--- config.mk ---
export PLATFORM = sky130hd
export DESIGN_NAME = uart_rx_frame_ctrl
export DESIGN_NICKNAME = d
export VERILOG_FILES = /design/src/rtl/uart_rx_frame_ctrl.sv
export SDC_FILE = /design/constraint.sdc
export NUM_CORES = 1
export LEC_CHECK = 0
export CORE_ASPECT_RATIO = 0.8
export CORE_MARGIN = 1.5
export CORE_UTILIZATION = 42
export CTS_CLUSTER_DIAMETER = 40
export DETAILED_ROUTE_END_ITERATION = 7
export PLACE_DENSITY = 0.76
export SLEW_MARGIN = 20
export SYNTH_ARGS = -nofsm -noshare
export SYNTH_HDL_FRONTEND = slang
export SYNTH_SLANG_ARGS = --single-unit
--- constraint.sdc ---
create_clock -name clk -period 2.4 [get_ports clk]
set_input_delay 0.24 -clock clk [delete_from_list [all_inputs] [get_ports clk]]
set_output_delay 0.24 -clock clk [all_outputs]
set_load 0.01 [all_outputs]
--- src/rtl/uart_rx_frame_ctrl.sv ---
// UART receive frame controller: walks start/data/parity/stop bits at the oversample
// rate, drives the sampler timing and assembles the byte with parity and stop checks.
module uart_rx_frame_ctrl (
    input  logic       clk,
    input  logic       rst,
    input  logic       rx_in,
    input  logic [5:0] prescale,
    input  logic       par_en,
    input  logic       par_typ,
    input  logic       sampled_bit,
    input  logic       data_sampled,
    output logic       data_sample_en,
    output logic [4:0] edge_cnt,
    output logic [7:0] p_data,
    output logic       data_valid,
    output logic       par_err,
    output logic       stp_err
);

    typedef enum logic [2:0] {
        IDLE   = 3'd0,
        START  = 3'd1,
        DATA   = 3'd2,
        PARITY = 3'd3,
        STOP   = 3'd4
    } state_t;

    state_t     state_r;
    logic [3:0] bit_cnt_r;
    logic       par_en_r;
    logic       par_typ_r;

    logic       edge_last_s;
    logic       strobe_s;
    logic [4:0] edge_inc_s;

    // Parity mismatch of a received byte against its parity bit (odd selects odd parity).
    function automatic logic parity_err_f(input logic [7:0] data,
                                          input logic       par_bit,
                                          input logic       odd);
        return par_bit ^ (^data) ^ odd;
    endfunction

    // Bit-timing decode: last tick of the bit and the qualified mid-bit sampler strobe.
    always_comb begin
        edge_last_s = ({1'b0, edge_cnt} == (prescale - 6'd1)) || (edge_cnt == 5'd31);
        strobe_s    = data_sampled && ({1'b0, edge_cnt} == ((prescale >> 1) + 6'd1));
        edge_inc_s  = edge_cnt + 5'd1;
    end

    // Frame state machine with all outputs registered.
    always_ff @(posedge clk) begin
        if (rst) begin
            state_r        <= IDLE;
            bit_cnt_r      <= 4'd0;
            edge_cnt       <= 5'd0;
            data_sample_en <= 1'b0;
            p_data         <= 8'h00;
            data_valid     <= 1'b0;
            par_err        <= 1'b0;
            stp_err        <= 1'b0;
            par_en_r       <= 1'b0;
            par_typ_r      <= 1'b0;
        end else begin
            data_valid <= 1'b0;
            case (state_r)
                IDLE: begin
                    edge_cnt  <= 5'd0;
                    bit_cnt_r <= 4'd0;
                    if (rx_in == 1'b0) begin
                        state_r        <= START;
                        data_sample_en <= 1'b1;
                        par_en_r       <= par_en;
                        par_typ_r      <= par_typ;
                        par_err        <= 1'b0;
                        stp_err        <= 1'b0;
                    end else begin
                        data_sample_en <= 1'b0;
                    end
                end
                START: begin
                    // A high mid-bit sample means the falling edge was only a glitch.
                    if (strobe_s && sampled_bit) begin
                        state_r        <= IDLE;
                        edge_cnt       <= 5'd0;
                        bit_cnt_r      <= 4'd0;
                        data_sample_en <= 1'b0;
                    end else if (edge_last_s) begin
                        state_r   <= DATA;
                        edge_cnt  <= 5'd0;
                        bit_cnt_r <= 4'd0;
                    end else begin
                        edge_cnt <= edge_inc_s;
                    end
                end
                DATA: begin
                    if (strobe_s) begin
                        p_data <= {sampled_bit, p_data[7:1]};
                    end else begin
                        p_data <= p_data;
                    end
                    if (edge_last_s) begin
                        edge_cnt <= 5'd0;
                        if (bit_cnt_r == 4'd7) begin
                            bit_cnt_r <= 4'd0;
                            state_r   <= par_en_r ? PARITY : STOP;
                        end else begin
                            bit_cnt_r <= bit_cnt_r + 4'd1;
                        end
                    end else begin
                        edge_cnt <= edge_inc_s;
                    end
                end
                PARITY: begin
                    if (strobe_s) begin
                        par_err <= parity_err_f(p_data, sampled_bit, par_typ_r);
                    end else begin
                        par_err <= par_err;
                    end
                    if (edge_last_s) begin
                        state_r   <= STOP;
                        edge_cnt  <= 5'd0;
                        bit_cnt_r <= bit_cnt_r + 4'd1;
                    end else begin
                        edge_cnt <= edge_inc_s;
                    end
                end
                STOP: begin
                    // Leave at mid-stop so a following start bit is never missed.
                    if (strobe_s) begin
                        stp_err        <= ~sampled_bit;
                        data_valid     <= ~par_err & sampled_bit;
                        state_r        <= IDLE;
                        edge_cnt       <= 5'd0;
                        bit_cnt_r      <= 4'd0;
                        data_sample_en <= 1'b0;
                    end else if (edge_last_s) begin
                        edge_cnt  <= 5'd0;
                        bit_cnt_r <= bit_cnt_r + 4'd1;
                    end else begin
                        edge_cnt <= edge_inc_s;
                    end
                end
                default: begin
                    state_r        <= IDLE;
                    edge_cnt       <= 5'd0;
                    bit_cnt_r      <= 4'd0;
                    data_sample_en <= 1'b0;
                end
            endcase
        end
    end

endmodule

==> results of run 1 <==
==> worst max path at each step <==
stage,from,end,slack [ns]
floorplan,edge_cnt[2],bit_cnt_r[3],0.18
global placement,prescale[2],bit_cnt_r[0],-0.27
detailed placement,prescale[2],bit_cnt_r[1],-0.29
CTS,prescale[2],bit_cnt_r[1],0.07
global route,prescale[2],bit_cnt_r[0],-0.04
finish,prescale[1],bit_cnt_r[1],0.12
==> cells in the final DEF, fill, tap and decap left out, types with 2 or more instances in the layout <==
cell type        Yosys  final
clkbuf_8             0      3
nor2_1              22     22
o221ai_1             2      2
nor3_1               5      5
o311ai_0             2      2
nand4_1              2      2
a21oi_1             10      9
ha_1                 6      6
mux2i_1             12     11
o2bb2ai_1            2      2
nand2b_1             4      4
xor2_1               8      7
dfxtp_1             26     26
nor2b_1              3      3
and3_1               3      3
o211ai_1             4      4
clkdlybuf4s50_1      0     29
o31ai_1              2      2
nand3_1             10     10
o21ai_0              3      3
xnor2_1             15     15
inv_1               15     15
or3_1                4      4
buf_4                0     22
o22ai_1              2      2
nand2_1              6      6
==> metal layers <==
| metal | part of all wire | track usage |
|---|---|---|
| met1 | 0.49 | 0.2737 |
| met2 | 0.43 | 0.2857 |
| met3 | 0.075 | 0.05059 |
| met4 | 0.0079 | 0.03117 |
| met5 | 0 | 0 |
==> registers in the layout, summed over array words and instances (netlist names) <==
| register | count |
|---|---|
| data_valid | 1 |
| edge_cnt | 5 |
| par_en_r | 1 |
| state_r | 3 |
| stp_err | 1 |
| bit_cnt_r | 4 |
| data_sample_en | 1 |
| par_typ_r | 1 |
| p_data | 8 |
| par_err | 1 |
==> kinds of logic after synthesis <==
group	synth area share
AO/OA/AOI/OAI	0.1674
XOR/XNOR	0.1314
adder cells (fa/ha/maj)	0.04405
buffers and inverters	0.06240
flip-flops	0.3054
multiplexers	0.07709
AND/OR/NAND/NOR	0.2122
==> layout make-up <==
class,count,area share
Tap cell,55,0.03024
Clock buffer,3,0.01814
Inverter,15,0.02474
Clock inverter,1,0.01319
Timing Repair Buffer,51,0.2001
Sequential cell,26,0.2287
Multi-Input combinational cell,150,0.4849
==> worst max-delay path: stages <==
cell and delay [ns]:
clkdlybuf4s50_1 0.52, inv_1 0.07, ha_1 0.30, xnor2_1 0.19, and4_4 0.26, nand4b_1 0.11, o211a_1 0.26, o221ai_2 0.34
o22ai_1 0.13
==> power groups by stage <==
stage / combinational, mW / sequential [mW] / clock [mW]
final: 0.472 / 0.513 / 0.374
after global routing: 0.521 / 0.518 / 0.395
after CTS: 0.461 / 0.510 / 0.379
after detailed placement: 0.455 / 0.520 / 0
after global placement: 0.454 / 0.519 / 0
after floorplan: 0.304 / 0.501 / 0
==> what timing repair did <==
| item | 4_1_cts | 5_1_grt |
|---|---|---|
| gates resized for setup | 1 | 4 |
| hold buffers | 0 | 0 |
| pin swaps | 0 | 1 |
| buffers inserted | 0 | 1 |
| endpoints found under the setup margin | 1 | 14 |
| cloned | 0 | 0 |
==> results.toml, run 1 <==
[timing]
hold_slack_ns = 0.4872
finClkSkew_ns = 0.01179
finalMaxSlewViolations = 0
max_freq_mhz = 439.1
grt_setup_unrepaired = "true"
tightestPinTransition_ns = 0.5199
finalWorstSetupSlack_ns = 0.1224
final.min_clock_period_ns = 2.278
fin_setup_tns_ns = 0
setup_violations = 0
finalHoldViolCount = 0
slew_headroom = 0.6523
period_share = 0.9490

[worst_hold_path]
hp-class = "reg2reg"
holdCritStartpoint = "data_sample_en"
holdPathEnd = "data_sample_en"
hold_depth = 2

[setup_path]
endpoint_kind = "flip-flop"
cp_max_fo = 7
reg2regPathDepth = 6
cp_data_arrival_time_ns = 2.43
start_kind = "primary input"
r2r_end = "bit_cnt_r[3]"
worstReg2RegStart = "edge_cnt[2]"
cp.required_ns = 2.55
crit_type = "in2reg"
r2r_slack_ns = 0.21

[yosys]
yosys_register_bits = 26
synth_commonest_cells = "dfxtp_1 (26), nor2_1 (22), inv_1 (15), xnor2_1 (15), mux2i_1 (12)"
synth_area_sq_um = 1704
synth-main-ff-cell = "dfxtp_1"
synth_top_area_share = 0.3054
seq_area_frac_synth = 0.3054
syn_nets = 219
synth_warnings = 0
yosysMostFrequentCell = "dfxtp_1"
synth_top_cell_by_area = "dfxtp_1"
avgSynthCellArea_sq_um = 8.521
yosys-top-cells-area = "dfxtp_1 (31%), xnor2_1 (7.7%), mux2i_1 (7.0%), nor2_1 (4.8%), ha_1 (4.4%)"
syn_inst = 200
ys_types = 48
async_flop_share = 0
synth-edff-count = 0

[clocking]
cts_made_buffers = 3
clock_sinks = 26
cts.clk_slew.worst_paths_ns = 0.10
insertion_delay_ns = 0.28
cts_max_path_buffers = 2
cts_max_level = 1
clock_tree.root_cell = "clkbuf_8"
cts_tree = "yes"

[route]
routed_wl_microns = 4066
firstDrtPassIters = 4
vias = 1627
drtAntennaViolNets = 0
drc = 0
wl_per_cell_microns = 13.51
first_iter_violations = 116
vias_per_cell = 5.405

[power_and_ir_drop]
netSwitchingPower_mw = 0.4378
clockPowerShare = 0.275
p_leak_nw = 0.9337
power.share.switching = 0.3221
seq_power_share = 0.378
finalPower_mw = 1.359
peakVddDrop_v = 0.0003221
power.density_nw_per_um2 = 597.1
p_int_mw = 0.9211
p_comb_frac = 0.347

[placed_design]
port-buffer-count = 29
dp.cells = 296
post_dp_cell_area_sq_um = 2171
place_congestion = 0.8889
dp_hpwl_microns = 2961
dp_slack_ns = -0.2948

[global_routing]
track_usage = 0.1890
grt_pass1_wl_microns = 6437
grt_pass1_vias = 1389
grt_max_degree = 16
antenna_found_initial = 0
grt-ovfl-total = 0

[die]
start_util = 0.4422
die_area_sq_um = 4451
die_x_microns = 74.22
die_y_microns = 59.98
core-area_sq_um = 3854
placementRows = 20
num_io_pins = 30

[final_layout]
fin_cells = 301
utilization = 0.5906
fill_cells = 365
drive_gt1_frac = 0.1504
area_growth_pct = 33.55
stdcell_area_sq_um = 2276
seqCellArea_sq_um = 520.5
num_antenna_cells = 0
multi_input_area_sq_um = 1104
fin_nets = 266

[outcome]
status = "finished, final reports clean"

[run]
cap_viol_max_count = 0
No activity file was read; power rests on OpenSTA's default activity.
==> run 2, diff against run 1 <==
Settings changed: CORE_UTILIZATION 42 to 52, PLACE_DENSITY 0.76 to 0.89.
==> run 2 against run 1 <==
Net effect:
- global-route usage up 5.7 points
- setup slack gained 0.029 ns
- worst hold slack worse by 0.0061 ns
- cell area grew 1.4%
- count of clock-buffer cells in the layout unchanged
- non-clock buffer count up 7
- sequential share of layout area shrank 0.31 points
- sequential cell count unchanged
- clock power down 5%
- register-to-register slack got worse by 0.06 ns
- largest cell class unchanged
- highest routed layer unchanged
==> results.toml, run 2 (same netlist as run 1, synthesis figures left out) <==
[setup_path]
start_kind = "flip-flop"
cp_data_arrival_time_ns = 2.44
crit_type = "reg2reg"
endpoint_kind = "flip-flop"
cp_max_fo = 7
cp.required_ns = 2.59

[timing]
finalHoldViolCount = 0
slew_headroom = 0.7006
finalMaxSlewViolations = 0
setup_violations = 0
max_freq_mhz = 444.8
finClkSkew_ns = 0.002248
grt_setup_unrepaired = "false"
hold_slack_ns = 0.4811
tightestPinTransition_ns = 0.4485
period_share = 0.9367
fin_setup_tns_ns = 0
final.min_clock_period_ns = 2.248

[power_and_ir_drop]
p_comb_frac = 0.357
power.density_nw_per_um2 = 592.4
peakVddDrop_v = 0.0004279
p_int_mw = 0.9350
clockPowerShare = 0.261
finalPower_mw = 1.367
power.share.switching = 0.3159
seq_power_share = 0.382
p_leak_nw = 0.9723
netSwitchingPower_mw = 0.4317

[placed_design]
place_congestion = 0.9114
dp_hpwl_microns = 3124
dp.cells = 289
port-buffer-count = 29

[run]
cap_viol_max_count = 0

[route]
vias = 1669
first_iter_violations = 160
drtAntennaViolNets = 0
wl_per_cell_microns = 14.40
drc = 0
vias_per_cell = 5.696
routed_wl_microns = 4219
firstDrtPassIters = 4

[final_layout]
final_cell_mix = "buf_4 (29), clkdlybuf4s50_1 (27), dfxtp_1 (26)"
largest_register_ffs = 8
seqCellArea_sq_um = 520.5
fill_cells = 210
drive_gt1_frac = 0.1700
fin_cells = 293
largest-register = "p_data"
num_antenna_cells = 0
largestRegisters = "p_data (8), edge_cnt (5), bit_cnt_r (4)"
multi_input_area_sq_um = 1096
final_common_cell = "buf_4"
utilization = 0.7424
area_growth_pct = 35.39
fin_nets = 273

[global_routing]
grt_pass1_wl_microns = 6734
grt-ovfl-total = 0
antenna_found_initial = 0
grt_max_degree = 21
track_usage = 0.2459
grt_pass1_vias = 1467

[die]
num_io_pins = 30
die_area_sq_um = 3632
die_x_microns = 67.01
die_y_microns = 54.20
start_util = 0.5483
placementRows = 18
core-area_sq_um = 3108

[clocking]
cts.clk_slew.worst_paths_ns = 0.09
cts_tree = "yes"
cts_max_path_buffers = 2
cts_max_level = 1
cts_setup_buffers = 0
clock_tree.root_cell = "clkbuf_8"
insertion_delay_ns = 0.27
cts_made_buffers = 3
clock_sinks = 26

[worst_hold_path]
hp-class = "reg2reg"

[outcome]
status = "finished, final reports clean"
[run 2: cell count changes in the layout (fill, tap and decap cells not counted), sizes merged]
cell           previous run  this run
buf                      22        29
dlymetal6s2s              0         2
clkdlybuf4s50            29        27
[run 2: power groups by stage]
| stage | Clock [mW] | Combinational [mW] | Sequential, mW |
|---|---|---|---|
| 6_report | 0.356 | 0.488 | 0.523 |
| 3_3_place_gp | 0 | 0.458 | 0.524 |
| 2_1_floorplan | 0 | 0.304 | 0.501 |
| 3_5_place_dp | 0 | 0.473 | 0.526 |
| 4_1_cts | 0.361 | 0.477 | 0.518 |
| 5_1_grt | 0.378 | 0.532 | 0.525 |
[run 2: worst max-delay path: stages (launching register included)]
cell	delay, ns
dfxtp_1	0.47
xnor3_1	0.46
and4_4	0.21
and2_4	0.14
a311o_1	0.34
a211o_1	0.30
a221oi_2	0.24
[run 2: timing repair]
item | in CTS | in global routing
setup endpoints to repair | 0 | 12
hold buffers | 0 | 0
gates resized for setup | 0 | 6
[run 2: cell type report]
type	instances	area share
clock buffer	3	0.01790
clock inverter	1	0.01302
inverter	15	0.02440
multi-input combinational	150	0.4751
sequential	26	0.2256
tap	40	0.02169
timing repair buffer	58	0.2223
[run 2: final timing paths]
kind | startpoint | to | slack (ns) | cells past startpoint
min | par_err | data_valid | 0.48 | 1
max | edge_cnt[2] | bit_cnt_r[3] | 0.15 | 6
max reg2reg | edge_cnt[2] | bit_cnt_r[3] | 0.15 | 6
min reg2reg | par_err | data_valid | 0.48 | 1
[run 2: per-stage QoR]
step	setup slack, ns	instance area [sq um]
detailed placement	-0.1944	2212
CTS	0.02335	2283
global route	0.03079	2307
global placement	-0.1386	2212
floorplan	0.1791	1704
finish	0.1519	2307
[run 2: layer usage]
| layer | vias to the layer above | share of wire | global-route usage |
|---|---|---|---|
| met5 | - | 0 | 0 |
| met4 | 0 | 0.014 | 0.04422 |
| met3 | 10 | 0.069 | 0.05439 |
| met2 | 71 | 0.45 | 0.3927 |
| met1 | 772 | 0.46 | 0.3443 |
| li1 | 816 | - | - |
